### src/rtl/mult_pkg.sv
// Shared constants for the pipelined multiplier.
// Default operand width and product-width helper.
package mult_pkg;
  localparam int WIDTH_DEF = 8;

  function automatic int prod_w(input int w);
    return 2 * w;
  endfunction
endpackage

### src/rtl/pipelined_multiplier_if.sv
// Operand/result bundle for the pipelined multiplier.
// master drives operands; slave returns the product.
interface pipelined_multiplier_if
  import mult_pkg::*;
#(
  parameter int WIDTH = WIDTH_DEF
);
  localparam int PW = prod_w(WIDTH);

  logic [WIDTH-1:0] INPUT_A;
  logic [WIDTH-1:0] INPUT_B;
  logic             IN_VALID;
  logic [PW-1:0]    RES;
  logic             OUT_VALID;

  modport master (
    output INPUT_A,
    output INPUT_B,
    output IN_VALID,
    input  RES,
    input  OUT_VALID
  );

  modport slave (
    input  INPUT_A,
    input  INPUT_B,
    input  IN_VALID,
    output RES,
    output OUT_VALID
  );
endinterface

### src/rtl/mult_pp_sum.sv
// Sums partial products START..START+COUNT-1 of a*b.
// Ports: a_i, b_i operands; sum_o 2*WIDTH-bit sum.
module mult_pp_sum
  import mult_pkg::*;
#(
  parameter int WIDTH = WIDTH_DEF,
  parameter int START = 0,
  parameter int COUNT = WIDTH / 2
) (
  input  logic [WIDTH-1:0]         a_i,
  input  logic [WIDTH-1:0]         b_i,
  output logic [prod_w(WIDTH)-1:0] sum_o
);
  localparam int PW = prod_w(WIDTH);

  logic [PW-1:0] acc;
  logic [PW-1:0] pp;

  always_comb begin
    acc = '0;
    pp  = '0;
    for (int i = 0; i < COUNT; i++) begin
      pp  = {PW{b_i[START+i]}}
          & (PW'(a_i) << (START + i));
      acc = acc + pp;
    end
    sum_o = acc;
  end
endmodule

### src/rtl/pipelined_multiplier.sv
// Two-stage unsigned multiplier, one product per cycle.
// Ports: clk, rst_n (sync, active-low), bus (slave).
module pipelined_multiplier
  import mult_pkg::*;
#(
  parameter int WIDTH = WIDTH_DEF
) (
  input  logic clk,
  input  logic rst_n,
  pipelined_multiplier_if.slave bus
);
  localparam int PW   = prod_w(WIDTH);
  localparam int HALF = WIDTH / 2;

  logic [PW-1:0] sum_lo_d;
  logic [PW-1:0] sum_hi_d;
  logic [PW-1:0] sum_lo_q;
  logic [PW-1:0] sum_hi_q;
  logic          v1_q;
  logic [PW-1:0] res_d;
  logic [PW-1:0] res_q;
  logic          ov_q;

  mult_pp_sum #(
    .WIDTH (WIDTH),
    .START (0),
    .COUNT (HALF)
  ) u_lo (
    .a_i   (bus.INPUT_A),
    .b_i   (bus.INPUT_B),
    .sum_o (sum_lo_d)
  );

  mult_pp_sum #(
    .WIDTH (WIDTH),
    .START (HALF),
    .COUNT (WIDTH - HALF)
  ) u_hi (
    .a_i   (bus.INPUT_A),
    .b_i   (bus.INPUT_B),
    .sum_o (sum_hi_d)
  );

  assign res_d = sum_lo_q + sum_hi_q;

  always_ff @(posedge clk) begin
    if (!rst_n) begin
      sum_lo_q <= '0;
      sum_hi_q <= '0;
      v1_q     <= 1'b0;
      res_q    <= '0;
      ov_q     <= 1'b0;
    end else begin
      sum_lo_q <= sum_lo_d;
      sum_hi_q <= sum_hi_d;
      v1_q     <= bus.IN_VALID;
      res_q    <= res_d;
      ov_q     <= v1_q;
    end
  end

  assign bus.RES       = res_q;
  assign bus.OUT_VALID = ov_q;
endmodule

### src/flat_wrapper.sv
// flat-port wrapper written by rule: the top's interface ports become plain ports
module pipelined_multiplier_flat import mult_pkg::*;
#(
  parameter int WIDTH = WIDTH_DEF
)
  (clk, rst_n, bus_INPUT_A, bus_INPUT_B, bus_IN_VALID, bus_RES, bus_OUT_VALID);
  pipelined_multiplier_if #(.WIDTH(WIDTH)) bus_i ();
  input  logic clk;
  input  logic rst_n;
  input wire logic [$bits(bus_i.INPUT_A)-1:0] bus_INPUT_A;
  input wire logic [$bits(bus_i.INPUT_B)-1:0] bus_INPUT_B;
  input wire logic [$bits(bus_i.IN_VALID)-1:0] bus_IN_VALID;
  output wire logic [$bits(bus_i.RES)-1:0] bus_RES;
  output wire logic [$bits(bus_i.OUT_VALID)-1:0] bus_OUT_VALID;
  assign bus_i.INPUT_A = bus_INPUT_A;
  assign bus_i.INPUT_B = bus_INPUT_B;
  assign bus_i.IN_VALID = bus_IN_VALID;
  assign bus_RES = bus_i.RES;
  assign bus_OUT_VALID = bus_i.OUT_VALID;
  pipelined_multiplier #(.WIDTH(WIDTH)) u_core (.clk(clk), .rst_n(rst_n), .bus(bus_i));
endmodule
### config.mk
export PLATFORM = sky130hd
export DESIGN_NAME = pipelined_multiplier_flat
export DESIGN_NICKNAME = d
export VERILOG_FILES = /design/src/rtl/mult_pkg.sv /design/src/rtl/pipelined_multiplier_if.sv /design/src/rtl/mult_pp_sum.sv /design/src/rtl/pipelined_multiplier.sv /design/src/flat_wrapper.sv
export SDC_FILE = /design/constraint.sdc
export NUM_CORES = 1
export LEC_CHECK = 0
export ABC_CLOCK_PERIOD_IN_PS = 3500
export BUFFER_PORTS_ARGS = -buffer_cell sky130_fd_sc_hd__buf_4
export CAP_MARGIN = 20
export CORE_ASPECT_RATIO = 2
export CORE_MARGIN = 4
export CORE_UTILIZATION = 28
export DETAILED_ROUTE_END_ITERATION = 12
export MAX_ROUTING_LAYER = met4
export RECOVER_POWER = 100
export SLEW_MARGIN = 20
export SYNTH_ARGS = -nofsm -noshare
export SYNTH_HDL_FRONTEND = slang
export SYNTH_SLANG_ARGS = --single-unit
### constraint.sdc
create_clock -name clk -period 3.5 [get_ports clk]
set_input_delay 0.35 -clock clk [delete_from_list [all_inputs] [get_ports clk]]
set_output_delay 0.35 -clock clk [all_outputs]
set_load 0.02 [all_outputs]
---- Yosys cells after proc, flatten, opt, wreduce, memory -nomap -nowiden ----
Cells that the tools add are included.
storage, ports and cells
  word-level logic and storage cells ...... 20
  output and inout port bits .............. 17
  bits in registers ....................... 50
operators by class
  bitwise logic cells ..................... 8
  $add $sub $neg .......................... 7
operators with widths
  cell                           number
  adder 16 bit                   7
  bitwise AND 16 x 10 -> 16 bit  1
  bitwise AND 16 x 11 -> 16 bit  1
  bitwise AND 16 x 12 -> 16 bit  1
  bitwise AND 16 x 13 -> 16 bit  1
  bitwise AND 16 x 14 -> 16 bit  1
  bitwise AND 16 x 15 -> 16 bit  1
  bitwise AND 16 x 8 -> 16 bit   1
  bitwise AND 16 x 9 -> 16 bit   1

---- Logic depth before layout (Yosys ltp) ----
  word-level depth ........................ 4
  depth in mapped cells ................... 13
  mapped depth without buffers ............ 13

---- By module ----
A second synthesis with hierarchy kept.
second synthesis, totals
  cells, all modules ...................... 429
  area total of the unflattened synthesis .. 3926.3 um^2
modules (own cells, without submodules)
  module                      cells each  area an instance (um^2)  instances
  pipelined_multiplier        203         2063.2                   1
  mult_pp_sum at u_core.u_hi  113         934.6                    1
  mult_pp_sum at u_core.u_lo  113         928.4                    1

---- Least setup slack after synthesis ----
Ideal clock, no wire load.
  kind .................................... input to register
  start ................................... input port bus_INPUT_B[6]
  end ..................................... register u_core.sum_hi_q[15]
  arrival ................................. 2954 ps
  library setup time ...................... 118 ps
  required time ........................... 3382 ps
  setup slack ............................. 428 ps
  stages .................................. 10
  path buffers ............................ 0
  cell sequence ........................... and2_1 > fa_1 > fa_1 > ha_1 > fa_1 > a211oi_1 > o21ai_1 > a31oi_1 > xor2_1 > nor2_1
between the ends
  longest elaborated chain between the ends .. 3
RTL lines
  element                        RTL line                    source
  from (decl)                    flat_wrapper.sv:11          input wire logic [$bits(bus_i.INPUT_B)-1:0] bus_INPUT_B;
  bitwise AND 16 x 14 -> 16 bit  mult_pp_sum.sv:24           & (PW'(a_i) << (START + i));
  adder 16 bit (2 in a row)      mult_pp_sum.sv:25           acc = acc + pp;
  to (signal assigned)           pipelined_multiplier.sv:55  sum_hi_q <= sum_hi_d;
  to (decl)                      pipelined_multiplier.sv:18  logic [PW-1:0] sum_hi_q;
No other way between the ends.
A chain may end at the register's enable or synchronous reset.

---- Worst setup path after layout ----
Same ends and word-level chain as after synthesis.

==> results.sh <==
export IMPL_synth_seq_cells=43
export IMPL_yosys_cell_types_count=38
export IMPL_port_buffers=35
export IMPL_crit_arrival_ns=3.36
export IMPL_setup_viol=0
export IMPL_synth_cell_area_um2=3290
export IMPL_antenna_found_initial=0
export IMPL_routabilityCongestion=0.825
export IMPL_hpwlAfterDp_um=5860
export IMPL_powerDensity_nw_per_um2=458
export IMPL_viasPerCell=4.51
export IMPL_grt_remaining_overflow=0
export IMPL_cts_clk_slew_worst_paths_ns=0.06
export IMPL_drtPass1Iterations=4
export IMPL_yosys_warnings=0
export IMPL_period_needed_ns=3.20
export IMPL_cts_setup_buffers=0
export IMPL_r2r_start="u_core.sum_hi_q[4]$_SDFF_PN0_"
export IMPL_worst_r2r_setup_slack_ns=1.21
export IMPL_yosysSeqAreaShare=0.262
export IMPL_post_route_period_util=0.916
export IMPL_syn_avg_cell_area_um2=9.01
export IMPL_crit_end="u_core.sum_hi_q[15]$_SDFF_PN0_"
export IMPL_clock_skew_ns=0.00213
export IMPL_num_vias=2465
export IMPL_wl_per_cell_um=12.5
export IMPL_final_cell_mix="49 x and2_1, 46 x inv_1, 43 x dfxtp_1, 37 x ha_1, 27 x fa_1"
export IMPL_setup_tns_ns=0
export IMPL_max_slew_margin=0.275
export IMPL_hp_start="bus_IN_VALID"
export IMPL_dieArea_um2=13600
export IMPL_track_usage=0.110
export IMPL_maxSlewViolCount=0
export IMPL_final_area_um2=3810
export IMPL_worst_slew_pin_slew_ns=1.09
export IMPL_cts_tree="done"
export IMPL_dieHeight_um=161
export IMPL_syn_inst=365
export IMPL_clockBufferDepth=2
export IMPL_cts_root_buffer="clkbuf_16"
export IMPL_setup_slack_ns=0.295
export IMPL_drc_errors=0
export IMPL_crit_path_end_kind="register"
export IMPL_htree_levels=2
export IMPL_placed_area_um2=3720
export IMPL_crit_path_start_kind="input port"
export IMPL_num_io_pins=36
export IMPL_hold_violations=0
export IMPL_crit_start="bus_INPUT_B[6]"
export IMPL_worst_r2r_path_depth=8
export IMPL_status="finished, final reports clean"
export IMPL_numPlacedInstances=539
export IMPL_core_rowCount=55
export IMPL_initial_core_util=0.288
export IMPL_syn_to_final_growth_pct=15.8
export IMPL_power_leakage_nw=1.79
export IMPL_wirelength_um=6860
export IMPL_num_fill_cells=1232
export IMPL_grt_pass1_vias=2650
export IMPL_clkSinkCount=43
export IMPL_rsz0062_at_grt="no"
export IMPL_grt_pass1_wl_um=11800
export IMPL_die_w_um=84.6
export IMPL_final_common_cell="and2_1"
export IMPL_core_um2=11400
export IMPL_clock_fmax_mhz=312
export IMPL_syn_num_nets=448
export IMPL_hold_depth=2
export IMPL_layoutNonFillerInstCount=547
export IMPL_hp_class="in -> reg"
export IMPL_setup_worst_path_class="in -> reg"
export IMPL_cp_max_fo=8
export IMPL_hold_ws_ns=0.273
export IMPL_worstSkewPairLatency_ns=0.28
export IMPL_layout_nets=487
export IMPL_drtAntennaViolNets=0
export IMPL_irDropWorstVdd_v=0.000204
export IMPL_cts_resized=0
export IMPL_drive_gt1_frac=0.0741
export IMPL_numCtsBuffers=5
export IMPL_rr_endpoint="u_core.bus.RES[14]$_SDFF_PN0_"
export IMPL_drt_iter0_drc=64
export IMPL_n_antenna_cell=0
export IMPL_hold_buffers=0
export IMPL_required_ns=3.66
export IMPL_grt_max_degree=32
export IMPL_max_cap_violations=0
export IMPL_pre_cts_slack_ns=-0.00883
==> cells by family (layout without fill, tap and decap cells) <==
logic type / Yosys count / count (layout) / synth area share
adders and majority gates: 64 / 64 / 0.305
AOI/OAI and AO/OA: 59 / 59 / 0.120
xor gates and xnor gates: 11 / 11 / 0.0293
and+or+nand+nor: 134 / 134 / 0.217
DFF: 43 / 43 / 0.262
muxes: 3 / 3 / 0.00914
buffers and inverters: 51 / 91 / 0.0582
==> stage by stage <==
step            util  total power [mW]
3_3_place_gp   0.326              1.31
3_5_place_dp   0.326              1.32
5_1_grt        0.333              1.89
6_report       0.333              1.74
2_1_floorplan      -              1.13
4_1_cts        0.339              1.81
==> synth_stat cells <==
master,n,area (um2)
a21oi_1,12,60.1
xnor2_1,4,35.0
or3_1,1,6.26
a311o_1,1,10.0
fa_1,27,541
nor3_1,6,30.0
o21ai_2,1,8.76
a211oi_1,7,52.6
o21ai_0,10,50.1
o31ai_1,2,15.0
a41oi_2,1,16.3
a21boi_1,3,22.5
inv_1,46,173
nand4_1,2,12.5
mux2i_1,3,30.0
o21ai_1,7,35.0
o211ai_2,1,12.5
o21a_1,2,15.0
a2111oi_2,1,15.0
xor2_1,7,61.3
clkinv_1,1,3.75
nand2b_1,6,37.5
and2_1,61,382
a21o_1,4,30.0
dfxtp_1,43,861
o21bai_1,3,22.5
and2b_1,1,7.51
nand3_1,3,15.0
nand2_1,26,97.6
nor2_1,21,78.8
nor3b_1,1,7.51
a31oi_1,2,12.5
and3_1,2,12.5
o211ai_1,2,15.0
ha_1,37,463
clkbuf_1,4,15.0
nor2b_1,3,18.8
nor4_1,1,6.26
==> worst max-delay path, cell delays in order <==
cell      delay (ns)
buf_4           0.14
and2_0          0.19
fa_1            0.52
fa_1            0.49
ha_1            0.25
fa_1            0.43
a211oi_1        0.42
o21ai_0         0.15
a31oi_1         0.21
xor2_1          0.16
nor2_1          0.05
==> area by class of cell <==
| class | instances | area, um2 | area share |
|---|---|---|---|
| Clock buffer | 6 | 139 | 0.0365 |
| Inverter | 47 | 176 | 0.0463 |
| Sequential cell | 43 | 861 | 0.226 |
| Clock inverter | 2 | 16.3 | 0.00427 |
| Tap cell | 142 | 178 | 0.0467 |
| Timing Repair Buffer | 36 | 203 | 0.0532 |
| Multi-Input combinational cell | 271 | 2230 | 0.587 |
==> power breakdown <==
group / internal [mW] / leakage (nW) / switching, mW
sequential: 0.575 / 0.355 / 0.0285
combinational: 0.277 / 1.36 / 0.393
clock: 0.285 / 0.0731 / 0.187
total: 1.14 / 1.79 / 0.608
==> worst min-delay path by stage <==
stage | to | slack (ns)
floorplan | u_core.bus.OUT_VALID$_SDFF_PN0_ | 0.41
global placement | u_core.bus.RES[0]$_SDFF_PN0_ | 0.42
detailed placement | u_core.bus.RES[0]$_SDFF_PN0_ | 0.42
CTS | u_core.v1_q$_SDFF_PN0_ | 0.27
global route | u_core.v1_q$_SDFF_PN0_ | 0.27
finish | u_core.v1_q$_SDFF_PN0_ | 0.27
==> per-layer routing <==
metal  share of wire  wire (um)  global-route usage  up-vias
li1                -          -                   -     1270
met2            0.61       4180               0.227       36
met5               0          0                   -        -
met1            0.34       2330              0.0918     1148
met4           0.028        189              0.0490        0
met3           0.024        164              0.0128       11
==> flip-flops by register name, summed over array words and instances (netlist names) <==
| signal | count |
|---|---|
| u_core.v1_q | 1 |
| u_core.bus.OUT_VALID | 1 |
| u_core.sum_hi_q | 12 |
| u_core.sum_lo_q | 13 |
| u_core.bus.RES | 16 |
Power figures use the tool's default switching activity.
